**src/rtl/pe_result_sink.sv**
```systemverilog
// pe_result_sink: buffers PE results in a small FIFO and writes them to result memory
// at consecutive addresses, tracking per-job result count, completion and overflow.
module pe_result_sink #(
  parameter int DATA_W     = 32,
  parameter int ADDR_W     = 8,
  parameter int FIFO_DEPTH = 4
) (
  input  logic              clk,
  input  logic              rst_n,
  input  logic              start,
  input  logic [ADDR_W-1:0] base_addr,
  input  logic [ADDR_W:0]   expected,
  input  logic              pe_vld_o,
  input  logic [DATA_W-1:0] pe_result,
  output logic              wr_en,
  output logic [ADDR_W-1:0] wr_addr,
  output logic [DATA_W-1:0] wr_data,
  input  logic              wr_ready,
  output logic              busy,
  output logic              done,
  output logic              overflow,
  output logic [ADDR_W:0]   res_cnt
);
  localparam int PW = $clog2(FIFO_DEPTH);
  typedef enum logic [1:0] {IDLE, RUN, DRAIN, DONE} state_t;
  state_t state_q, state_d;
  logic [ADDR_W-1:0] addr_q, addr_d;
  logic [ADDR_W:0] exp_q, exp_d, cnt_q, cnt_d;
  logic ovf_q, ovf_d;
  logic [PW-1:0] rd_q, rd_d, wp_q, wp_d;
  logic [PW:0] occ_q, occ_d;
  logic [DATA_W-1:0] mem_q [FIFO_DEPTH];
  logic go, pop, push, vld_run, stray;
  always_comb begin
    go      = start && (state_q == IDLE || state_q == DONE);
    pop     = wr_en && wr_ready;
    // once the job has its full count, further pulses are unexpected rather than stored
    vld_run = pe_vld_o && state_q == RUN && cnt_q != exp_q;
    push    = vld_run && (!occ_q[PW] || pop);
    stray   = pe_vld_o && state_q != IDLE && !vld_run;
    state_d = go ? RUN :
              (state_q == RUN && cnt_q == exp_q) ? DRAIN :
              (state_q == DRAIN && !wr_en) ? DONE : state_q;
    addr_d  = go ? base_addr : addr_q + ADDR_W'(pop);
    exp_d   = go ? expected : exp_q;
    cnt_d   = go ? '0 : cnt_q + (ADDR_W+1)'(vld_run);
    ovf_d   = go ? 1'b0 : ovf_q | stray | (vld_run && !push);
    rd_d    = rd_q + PW'(pop);
    wp_d    = wp_q + PW'(push);
    occ_d   = occ_q + (PW+1)'(push) - (PW+1)'(pop);
  end
  always_ff @(posedge clk or negedge rst_n)
    if (!rst_n) begin
      state_q <= IDLE;
      addr_q  <= '0;
      exp_q   <= '0;
      cnt_q   <= '0;
      ovf_q   <= 1'b0;
      rd_q    <= '0;
      wp_q    <= '0;
      occ_q   <= '0;
    end else begin
      state_q <= state_d;
      addr_q  <= addr_d;
      exp_q   <= exp_d;
      cnt_q   <= cnt_d;
      ovf_q   <= ovf_d;
      rd_q    <= rd_d;
      wp_q    <= wp_d;
      occ_q   <= occ_d;
    end
  always_ff @(posedge clk)
    if (push) mem_q[wp_q] <= pe_result;
  assign wr_en    = occ_q != '0;
  assign wr_addr  = addr_q;
  assign wr_data  = wr_en ? mem_q[rd_q] : '0;
  assign busy     = state_q == RUN || state_q == DRAIN;
  assign done     = state_q == DONE;
  assign overflow = ovf_q;
  assign res_cnt  = cnt_q;
endmodule

```
**config.mk**
```make
export PLATFORM = sky130hd
export DESIGN_NAME = pe_result_sink
export DESIGN_NICKNAME = d
export VERILOG_FILES = /design/src/rtl/pe_result_sink.sv
export SDC_FILE = /design/constraint.sdc
export NUM_CORES = 1
export LEC_CHECK = 0
export ABC_AREA = 1
export CORE_ASPECT_RATIO = 1.4
export CORE_MARGIN = 3
export CORE_UTILIZATION = 45
export DETAILED_ROUTE_END_ITERATION = 7
export PLACE_DENSITY = 0.76
export SLEW_MARGIN = 20
export SYNTH_ARGS = -nofsm -noshare
export SYNTH_HDL_FRONTEND = slang
export SYNTH_SLANG_ARGS = --single-unit
```
**constraint.sdc**
```tcl
create_clock -name clk -period 6.7 [get_ports clk]
set_input_delay 0.67 -clock clk [delete_from_list [all_inputs] [get_ports clk]]
set_output_delay 0.67 -clock clk [all_outputs]
set_load 0.01 [all_outputs]
```
======== Word-level counts from Yosys, hierarchy flattened ========
Memories as Yosys holds them, arrays and structs flattened.
Cells that the tools add are included.
cells by class
  order comparisons ....................... 0
  div/mod/pow operators ................... 0
  equality and inequality tests ........... 5
  reductions and logical operators ........ 21
  add/subtract/negate cells ............... 6
  bitwise gates (word level) .............. 2
  shifts and indexed selects .............. 0
  multiply operators ...................... 0
  mux-type cells .......................... 9
operators by type and width
  operator                                                                count
  32-bit two-way mux                                                      1
  1-bit logical AND                                                       10
  9-bit by 1-bit adder with 9-bit output                                  1
  9-bit equality test                                                     1
  9-bit two-way mux                                                       1
  9-bit inequality test                                                   1
  8-bit by 1-bit adder with 8-bit output                                  1
  8-bit two-way mux                                                       1
  2-bit two-way mux                                                       3
  3-bit nonzero test                                                      2
  2-bit by 1-bit adder with 2-bit output                                  2
  2-bit equality test (second input constant)                             2
  1-bit logical NOT                                                       4
  3-bit by 1-bit adder with 3-bit output                                  1
  1-bit logical OR                                                        3
  1-bit two-way mux                                                       3
  3-bit by 1-bit subtractor with 3-bit output                             1
  2-bit by 1-bit equality test with 1-bit output (second input constant)  1
  2-bit logical NOT                                                       1
  1-bit bitwise OR                                                        2
  2-bit nonzero test                                                      1
storage, ports and cells
  word-level logic and storage cells ...... 52
  memories ................................ 1
  memory bits (writable) .................. 128
  output and inout bits ................... 53
  bits in read-only memories .............. 0
  flip-flop bits (word level) ............. 36
  input bits .............................. 54
  latch bits .............................. 0
memory list
  name   depth  width  read ports  clocked after Yosys merged registers in  write ports  RTL line  RTL
  mem_q  4      32     1           0                                        1            32        logic [DATA_W-1:0] mem_q [FIFO_DEPTH];

======== Logic depth before layout (Yosys ltp) ========
Gate-level depths: netlist of the first run.
  depth after elaboration ................. 8
  mapped depth ............................ 18

======== Worst setup path after synthesis of the first run ========
No wires, ideal clock.
  kind .................................... input port to flip-flop
  start ................................... in pe_vld_o
  end ..................................... mem mem_q[0][0], enable pin
  setup time .............................. 0.502 ns
  buffers on the path ..................... 0
  slack ................................... 2.252 ns
  arrival ................................. 3.946 ns
  stages .................................. 4
  required time ........................... 6.198 ns
  path through ............................ nand2_1 -> inv_1 -> nand2_4 -> nor4_1
between the ends
  cells in the longest elaborated chain, start to end .. 5
RTL lines
  what                                     RTL line  RTL
  start: declaration                       13        input logic pe_vld_o,
  1-bit logical AND (2 in a row)           38        vld_run = pe_vld_o && state_q == RUN && cnt_q != exp_q;
  1-bit logical AND                        39        push = vld_run && (!occ_q[PW] || pop);
  1-bit two-way mux                        73        if (push) mem_q[wp_q] <= pe_result;
  1-bit two-way mux (implied by the code)  73
  end: declaration                         32
No other way between the ends.

======== Worst setup path in the final report of the first run ========
  start ................................... reg rd_q[0]
  end ..................................... out wr_data[26]
between the ends
  cells in the longest elaborated chain, start to end .. 2
RTL lines
  what                      RTL line  RTL
  start: declaration        30        logic [PW-1:0] rd_q, rd_d, wp_q, wp_d;
  start signal: assignment  68        rd_q <= rd_d;
  memory 4 x 32 bit         n/a
  32-bit two-way mux        76        assign wr_data = wr_en ? mem_q[rd_q] : '0;
  end: declaration          17        output logic [DATA_W-1:0] wr_data,
No other way between the ends.

==> results by group, run 1 <==
Yosys
  • Seq/Total Area, Yosys: 0.699
  • Post-Syn Area: 0.00679 mm2
  • Post-Synth Simple-Gate Area: 0.133
  • Synth Net Count: 660
  • Post-Synth XOR/XNOR Area: 0.0193
  • Compound-Gate Fraction of Synth Area: 0.0842
  • Yosys reg bits: 164
  • Cells after Synth: about 590
  • Adder-cell share of the synthesized area: 0.0251
  • Avg Cell Area, Syn: about 11 um2
  • Combinational family with the most area after synthesis: simple AND/OR/NAND/NOR gates
  • Synth cell types: 25
  • Synth warn: 0
  • Post-synthesis mux area share: 0

CTS
  • CTS clk-pin slew, worst paths: ~0.06 ns
  • CTS Hold Bufs: 0
  • Setup Buffers After CTS: 0
  • Cts repair resizes: 0
  • CTS tree: yes
  • Clock Path Buffers: 2
  • Clock latency on the worst-skew pair: 0.42 ns
  • CTS H-tree depth: 4
  • Root buffer cell: clkbuf_16
  • Clock sink count: roughly 160
  • CTS Buf Count: 17

Detailed routing
  • Avg WL per Cell: around 16 um
  • Drc violations: 0
  • Vias after detailed routing: roughly 4,600
  • Vias/cell: 5.13
  • Routed Antenna Nets: 0
  • Drt first pass iters: 4
  • Total Wirelength: 14.3 mm
  • Initial DRC count: about 290

Floorplanning
  • # IOs: approximately 110
  • Die Y: about 150 um
  • DIE AREA: between 0.015 and 0.02 mm2
  • FP Rows: 52
  • Die width: about 110 um
  • Core ar.: approximately 0.015 mm2
  • Starting Density: 0.464

Outcome
  • Status: complete, no violations

Setup path
  • Crit path buf inv count: 3
  • Worst path max stage delay: roughly 0.76 ns
  • Sequence of cells on the critical path: buf_4 > inv_2 > o21ai_0 > a21oi_1 > clkdlybuf4s50_1
  • Reg2reg start: occ_q[2]$_DFF_PN0_
  • Worst Reg-to-Reg Cells: 8
  • CP delay by family, top: buffers and inverters
  • WS Path Type: reg -> out
  • R2r setup slk: around 4 ns
  • Reg-to-reg critical path endpoint: occ_q[2]$_DFF_PN0_
  • Crit Path Max Fanout: between 60 and 70
  • Element type at the critical path start: register
  • CP required: about 6.0 ns
  • Crit path capture type: output pin
  • WP data arrival: 3.02 ns
  • Slowest CP cell: inv_2

Placed design
  • GP Congestion: between 0.7 and 0.8
  • Dpl cells: 871
  • Detailed Place HPWL: 9.02 mm
  • Count of input and output buffers: approximately 110
  • Placement Cell Area: roughly 0.0081 mm2

Final layout
  • Area grow syn2layout: 27.3%
  • Final core occ: 0.591
  • Commonest non-fill, non-tap cell in the layout: nor2_1
  • Non-Filler Instances: 903
  • Diodes inserted: 0
  • Final Cell Area: slightly below 0.009 mm2
  • Most frequent cells in the layout: 142 x nor2_1, 128 x edfxtp_1, 106 x clkdlybuf4s50_1
  • Share of cells above drive strength 1: 0.0798
  • Layout Nets: around 770

GRT
  • Congestion Overflow GR: 0
  • Largest net degree at the start of global routing: 67
  • Antenna violations before repair: 0
  • All-Layer GR Usage: 0.182
  • First-pass GRT wire length: between 20 and 25 mm
  • Vias in the first global route: around 4,800

Worst hold path
  • Hold Path Sink: exp_q[6]$_DFFE_PN0P_
  • Hold Path Class: reg -> reg
  • Min-delay src: exp_q[6]$_DFFE_PN0P_
  • Hold path depth: 2

STA
  • Slew HR: 0.387
  • FMAX: about 0.27 GHz
  • RSZ-0062 raised after global routing: false
  • Hold Fails Final Rpt: 0
  • Worst-margin pin slew: between 0.9 and 1 ns
  • Final TNS setup: 0 ns
  • Post-route minimum period: around 3.7 ns
  • Final Cycle Share: 0.551
  • Final setup viols: 0
  • Clock skew: between 0.01 and 0.015 ns
  • Max Slew Vio Count: 0

Pwr
  • Max VDD drop: approximately 0.25 mV
  • Pwr dens: approximately 460 mW/mm2
  • Pleak: 0.00324 uW

Run
  • Max cap viols: 0
report_power, final:
group	internal, uW	switching [uW]	leakage, uW
registers	1350	115	0.00161
logic	697	881	0.00135
clock network	530	419	0.000281
total	2570	1410	0.00324
layer usage:
| metal | part of all wire | vias up | track usage |
|---|---|---|---|
| met3 | 0.066 | 15 | 0.0507 |
| met4 | 0.0084 | 0 | 0.0568 |
| met5 | 0 | - | 0 |
| li1 | - | 2239 | - |
| met1 | 0.40 | 2225 | 0.206 |
| met2 | 0.53 | 149 | 0.326 |
state kept, by name, summed over array words and instances (netlist names):
| signal | flops |
|---|---|
| wr_addr | 8 |
| exp_q | 9 |
| occ_q | 3 |
| overflow | 1 |
| mem_q | 128 |
| state_q | 2 |
| res_cnt | 9 |
| wp_q | 2 |
| rd_q | 2 |
cell families after synthesis:
| kind of cell | count (synthesis) |
|---|---|
| and+or+nand+nor | 226 |
| DFF | 164 |
| AOI/OAI and AO/OA | 114 |
| buffers and inverters | 61 |
| xor gates and xnor gates | 15 |
| adders and majority gates | 13 |
tightest hold or removal path, stage by stage (launching register included):
cell     delay (ns)
dfrtp_1        0.36
nand2_1        0.06
nand2_1        0.05
cell type report:
cell class                 count  area (um2)
sequential                   164        4750
timing repair buffer         116        1140
clock buffer                  17         425
fill                        1163        5990
clock inverter                15         164
multi-input combinational    368        1810
inverter                      34         128
tap                          189         236
Yosys cell counts (all sizes together):
master | n | area [um2]
a31oi | 1 | 6.26
a21oi | 38 | 190
dfrtp | 36 | 901
o21ai | 75 | 375
xor2 | 6 | 52.6
nand3 | 8 | 40.0
clkbuf | 9 | 33.8
nand2 | 63 | 251
ha | 12 | 150
and3 | 1 | 6.26
nor2 | 145 | 552
nor4 | 4 | 25.0
nor3 | 5 | 30.0
xnor2 | 9 | 78.8
inv | 34 | 128
edfxtp | 128 | 3840
fa | 1 | 20.0
buf | 18 | 108
worst max path at each step:
stage                                       end  slack (ns)  cells after the start               from
after global routing                wr_data[25]        2.80                      5  rd_q[0]$_DFF_PN0_
after detailed placement            wr_data[26]        3.47                      5  rd_q[0]$_DFF_PN0_
after floorplan           mem_q[0][0]$_DFFE_PP_        2.25                      4           pe_vld_o
final                               wr_data[26]        3.01                      5  rd_q[0]$_DFF_PN0_
after CTS                           wr_data[26]        3.01                      5  rd_q[0]$_DFF_PN0_
after global placement              wr_data[26]        3.53                      5  rd_q[0]$_DFF_PN0_
stage by stage:
stage	setup slack [ns]	hold slack (ns)	total power, uW
2_1_floorplan	2.25	0.374	2370
3_3_place_gp	3.53	0.477	3020
3_5_place_dp	3.47	0.483	3070
4_1_cts	3.01	0.499	4030
5_1_grt	2.80	0.510	4270
6_report	3.01	0.497	3990
Power figures use the tool's default switching activity.
==> run 2: changes to the inputs <==
Clock period 6.7 ns to 3.4 ns, I/O delays scaled along.
==> run 2 against run 1 <==
Effect of this change:
- register-to-register slack worse by 3.1 ns
- sequential power up 98%
- via count down 0.89%
- cell count up 0.22%
==> results by group, run 2 (synthesized netlist as in run 1, its figures left out) <==
GRT
  • Congestion Overflow GR: 0
  • Largest net degree at the start of global routing: 66
  • Vias in the first global route: between 4,000 and 5,000
  • Antenna violations before repair: 0
  • All-Layer GR Usage: 0.185
  • First-pass GRT wire length: between 20 and 25 mm

STA
  • Final TNS setup: 0 ns
  • Worst-margin pin slew: 0.699 ns
  • RSZ-0062 raised after global routing: false
  • Final setup viols: 0
  • Clock skew: between 0.01 and 0.015 ns
  • FMAX: around 0.34 GHz
  • Hold Fails Final Rpt: 0
  • Final Cycle Share: 0.862
  • Post-route minimum period: 2.93 ns
  • Max Slew Vio Count: 0
  • Slew HR: 0.534

Setup path
  • Worst Reg-to-Reg Cells: 13
  • Worst path max stage delay: between 0.5 and 0.6 ns
  • WS Path Type: reg -> out
  • Sequence of cells on the critical path: inv_2 > buf_4 > o21ai_0 > a21oi_1 > clkdlybuf4s50_1
  • Reg2reg start: state_q[1]$_DFFE_PN0P_
  • Reg-to-reg critical path endpoint: occ_q[2]$_DFF_PN0_
  • WP data arrival: about 2.6 ns
  • CP required: approximately 3.1 ns
  • Slowest CP cell: clkdlybuf4s50_1
  • R2r setup slk: between 0.9 and 1 ns
  • Crit Path Max Fanout: between 40 and 50
  • Crit path capture type: output pin
  • Element type at the critical path start: register

Detailed routing
  • Drc violations: 0
  • Drt first pass iters: 4
  • Routed Antenna Nets: 0
  • Total Wirelength: ~15 mm
  • Max Used Layer: met4
  • Initial DRC count: 281
  • Met3 WL: 881 um
  • Vias after detailed routing: approximately 4,600
  • M1 WL: 5.85 mm
  • Met2 wire length: between 7 and 8 mm
  • Vias/cell: ~5.1
  • Avg WL per Cell: 16.2 um

Floorplanning
  • DIE AREA: 0.0166 mm2
  • FP Rows: 52
  • # IOs: 107
  • Starting Density: 0.464
  • Die Y: 151 um
  • Die width: around 110 um
  • Core ar.: roughly 0.015 mm2

Pwr
  • Net switching power: approximately 2800 uW
  • Clock share of power: 0.239
  • Max VDD drop: about 0.45 mV
  • Reg power frac: 0.364
  • Pwr dens: around 910 mW/mm2
  • Comb power frac: 0.397
  • Pleak: between 0.003 and 0.004 uW
  • Internal cell power: around 5100 uW
  • Switching fraction of total power: 0.351

Final layout
  • Final Cell Area: 0.00866 mm2
  • Final core occ: 0.592
  • Largest reg by FF count: mem_q
  • Number of flip-flops in the largest register: 128
  • Diodes inserted: 0
  • Fillers: around 1,100
  • Share of cells above drive strength 1: 0.0824
  • Layout Nets: 770
  • Most frequent cells in the layout: 142 x nor2_1, 128 x edfxtp_1, 105 x clkdlybuf4s50_1
  • Commonest non-fill, non-tap cell in the layout: nor2_1
  • Area grow syn2layout: 27.6%
  • Non-Filler Instances: between 900 and 1,000

CTS
  • Clock Path Buffers: 2
  • Root buffer cell: clkbuf_16
  • CTS H-tree depth: 4
  • Cts repair resizes: 0
  • Clock sink count: between 150 and 200
  • CTS clk-pin slew, worst paths: approximately 0.060 ns
  • Clock latency on the worst-skew pair: 0.41 ns
  • CTS Buf Count: 17
  • CTS tree: yes

Outcome
  • Status: complete, no violations

Placed design
  • GP Congestion: just over 0.8
  • Count of input and output buffers: between 100 and 150
  • Placement Cell Area: just over 0.008 mm2
  • Detailed Place HPWL: roughly 9.1 mm
  • Dpl cells: approximately 870

Run
  • Max cap viols: 0

Worst hold path
  • Hold Path Class: in -> async
run 2: stage by stage:
stage	hold WS (ns)	worst slack [ns]	power, uW
after floorplan	0.0444	-1.03	4680
after global placement	0.480	0.867	5980
after detailed placement	0.502	0.769	6100
after CTS	0.448	0.426	8010
after global routing	0.455	0.315	8460
final	0.442	0.468	7920
run 2: area by class of cell:
class | count | area (um2) | share of cell area
clock inverters | 14 | 168 | 0.0194
flip-flops and latches | 164 | 4750 | 0.548
inverters | 34 | 128 | 0.0147
clock buffers | 18 | 429 | 0.0495
multi-input cells | 368 | 1810 | 0.209
well taps | 189 | 236 | 0.0273
repair buffers | 118 | 1150 | 0.133
run 2: worst max-delay path: cells and delay by family (launching register included):
family / cells / cell delay, ns
compound gates: 2 / 0.37
buf+inv: 3 / 1.40
flops: 1 / 0.41
run 2: power groups by stage:
stage | sequential, uW | combinational [uW] | clock, uW
floorplan | 2920 | 1750 | 0
global placement | 2900 | 3080 | 0
detailed placement | 2920 | 3180 | 0
CTS | 2890 | 3190 | 1920
global route | 2930 | 3510 | 2020
finish | 2890 | 3140 | 1890
run 2: how the worst max path moves through the flow:
| stage | end | cells after the start | start | slack [ns] |
|---|---|---|---|---|
| 2_1_floorplan | mem_q[0][0]$_DFFE_PP_ | 8 | res_cnt[3]$_DFF_PN0_ | -1.03 |
| 3_3_place_gp | occ_q[2]$_DFF_PN0_ | 12 | pe_vld_o | 0.87 |
| 3_5_place_dp | occ_q[2]$_DFF_PN0_ | 12 | pe_vld_o | 0.77 |
| 4_1_cts | wr_data[1] | 5 | rd_q[0]$_DFF_PN0_ | 0.43 |
| 6_report | wr_data[1] | 5 | rd_q[0]$_DFF_PN0_ | 0.47 |
| 5_1_grt | wr_data[1] | 5 | rd_q[0]$_DFF_PN0_ | 0.31 |
run 2: timing repair:
| item | 4_1_cts | 5_1_grt |
|---|---|---|
| hold buffers | 0 | 1 |
| endpoints found under the setup margin | 0 | 0 |
| hold endpoints to repair | 0 | 23 |
| buffers inserted | 0 | 0 |
run 2: per-layer routing:
layer / global-route usage / vias up
met5: 0 / -
met2: 0.320 / 142
met3: 0.0601 / 10
met4: 0.0599 / 0
li1: - / 2237
met1: 0.214 / 2198
==> RTL edit (config.mk and constraints of run 2) <==
Put one more register stage on the output `overflow`, cleared by the reset. The value now appears one clock later. The other outputs are not delayed to match.
--- a/src/rtl/pe_result_sink.sv
+++ b/src/rtl/pe_result_sink.sv
@@ -76,7 +76,13 @@
   assign wr_data  = wr_en ? mem_q[rd_q] : '0;
   assign busy     = state_q == RUN || state_q == DRAIN;
   assign done     = state_q == DONE;
-  assign overflow = ovf_q;
+  always_ff @(posedge clk or negedge rst_n) begin
+    if (!rst_n) begin
+      overflow <= '0;
+    end else begin
+      overflow <= ovf_q;
+    end
+  end
   assign res_cnt  = cnt_q;
 endmodule
 
Function: changed (Yosys sat finds a counterexample within 4 cycles, from zero or initial values and one cycle with rst_n low).
==> RTL edit against run 2 <==
  * Routed wire length rose by 2.6%
  * Combinational power is 2% higher
  * Via count is 2.5% higher
  * Clock power rose by 5%
  * Area after synthesis grew 0.29%
  * Total power increased by 1.9%
  * Die area up 0.28%
  * Setup slack gained 0.036 ns
  * Final area increased by 0.84%
  * Sequential cell count rose by 1
  * Critical path depth did not move
  * Clock skew is 0.0025 ns lower
  * Maximum frequency up 1.2%
  * Critical path type unchanged
  * Largest power group unchanged
==> RTL edit: results <==
{
  "synthTopCellsByCount": "nor2_1, edfxtp_1, o21ai_0",
  "yosys_warnings": 0,
  "htree_levels": 4,
  "grt_pass1_wl_um": 23600,
  "place_ws_ns": 0.779,
  "status": "finished, final reports clean",
  "antenna_cells": 0,
  "dpl.cell_count": 877,
  "cp_max_fo": 37,
  "cts-root-buf": "clkbuf_16",
  "rr_startpoint": "state_q[1]$_DFFE_PN0P_",
  "vias": 4701,
  "fin_cells": 909,
  "io_buffers": 106,
  "cts_buffer_depth": 2,
  "clock_skew_ns": 0.00803,
  "fill_cells": 1128,
  "vdd_ir_drop_max_v": 0.000629,
  "yosysSeqAreaShare_pct": 70.0,
  "gp_congestion": 0.774,
  "intPower_uw": 5240,
  "final_cell_area_mm2": 0.00874,
  "critPathArrivalTime_ns": 2.56,
  "wl_um": 15100,
  "synthArstFlopShare_pct": 22.4,
  "clk_pin_slew_worst_paths_ns": 0.07,
  "cp_slowest_cell": "clkdlybuf4s50_1",
  "dpl_cell_area_mm2": 0.00812,
  "dp_hpwl_um": 9720,
  "ys_types": 24,
  "nets": 774,
  "setup_viol": 0,
  "cts_made_buffers": 17,
  "p_leak_uw": 0.00329,
  "r2r-end": "occ_q[2]$_DFF_PN0_",
  "drtIter0Drc": 275,
  "worst_hold_slack_ns": 0.268,
  "track_usage_pct": 18.7,
  "slew_headroom_pct": 53.8,
  "rrSetupSlack_ns": 0.90,
  "rr_worst_depth": 13,
  "antenna_found_initial": 0,
  "drive_gt1_share_pct": 9.03,
  "cts_resized": 0,
  "grt_pass1_vias": 4726,
  "synth_area_leaders": "edfxtp_1, dfrtp_1, nor2_1"
}
==> RTL edit: worst max path at each step <==
stage	from	end	slack [ns]
floorplan	res_cnt[3]$_DFF_PN0_	mem_q[0][0]$_DFFE_PP_	-1.03
detailed placement	pe_vld_o	occ_q[2]$_DFF_PN0_	0.78
global placement	pe_vld_o	occ_q[2]$_DFF_PN0_	0.87
CTS	rd_q[0]$_DFF_PN0_	wr_data[14]	0.45
global route	rd_q[0]$_DFF_PN0_	wr_data[14]	0.31
finish	rd_q[0]$_DFF_PN0_	wr_data[14]	0.50
==> RTL edit: power by group through the flow <==
stage               registers (µW)  logic [µW]  clock network, µW
floorplan                     2940        1750                  0
global placement              2910        3130                  0
detailed placement            2940        3210                  0
CTS                           2900        3240               2010
global route                  2940        3560               2090
finish                        2900        3190               1980
==> RTL edit: cells by family after synthesis <==
group	count (synthesis)	share of synthesized area (%)
AND/OR/NAND/NOR	226	13.3
flip-flops	165	70.0
AO/OA/AOI/OAI	114	8.39
buffers and inverters	60	3.89
XOR/XNOR	15	1.93
adder cells (fa/ha/maj)	13	2.50
==> RTL edit: cell type report <==
| cell class | instances | area share, % |
|---|---|---|
| clock buffers | 17 | 4.87 |
| inverters | 33 | 1.42 |
| flip-flops and latches | 165 | 54.6 |
| clock inverters | 15 | 2.19 |
| well taps | 189 | 2.71 |
| repair buffers | 122 | 13.5 |
| multi-input cells | 368 | 20.7 |
==> RTL edit: routing by layer <==
layer  vias to the layer above  track usage (%)  share of wire [%]
met5                         -                0                  0
met4                         0             5.55                1.3
met3                        20             5.64                6.5
met2                       166             34.0                 54
met1                      2271             20.8                 39
li1                       2244                -                  -
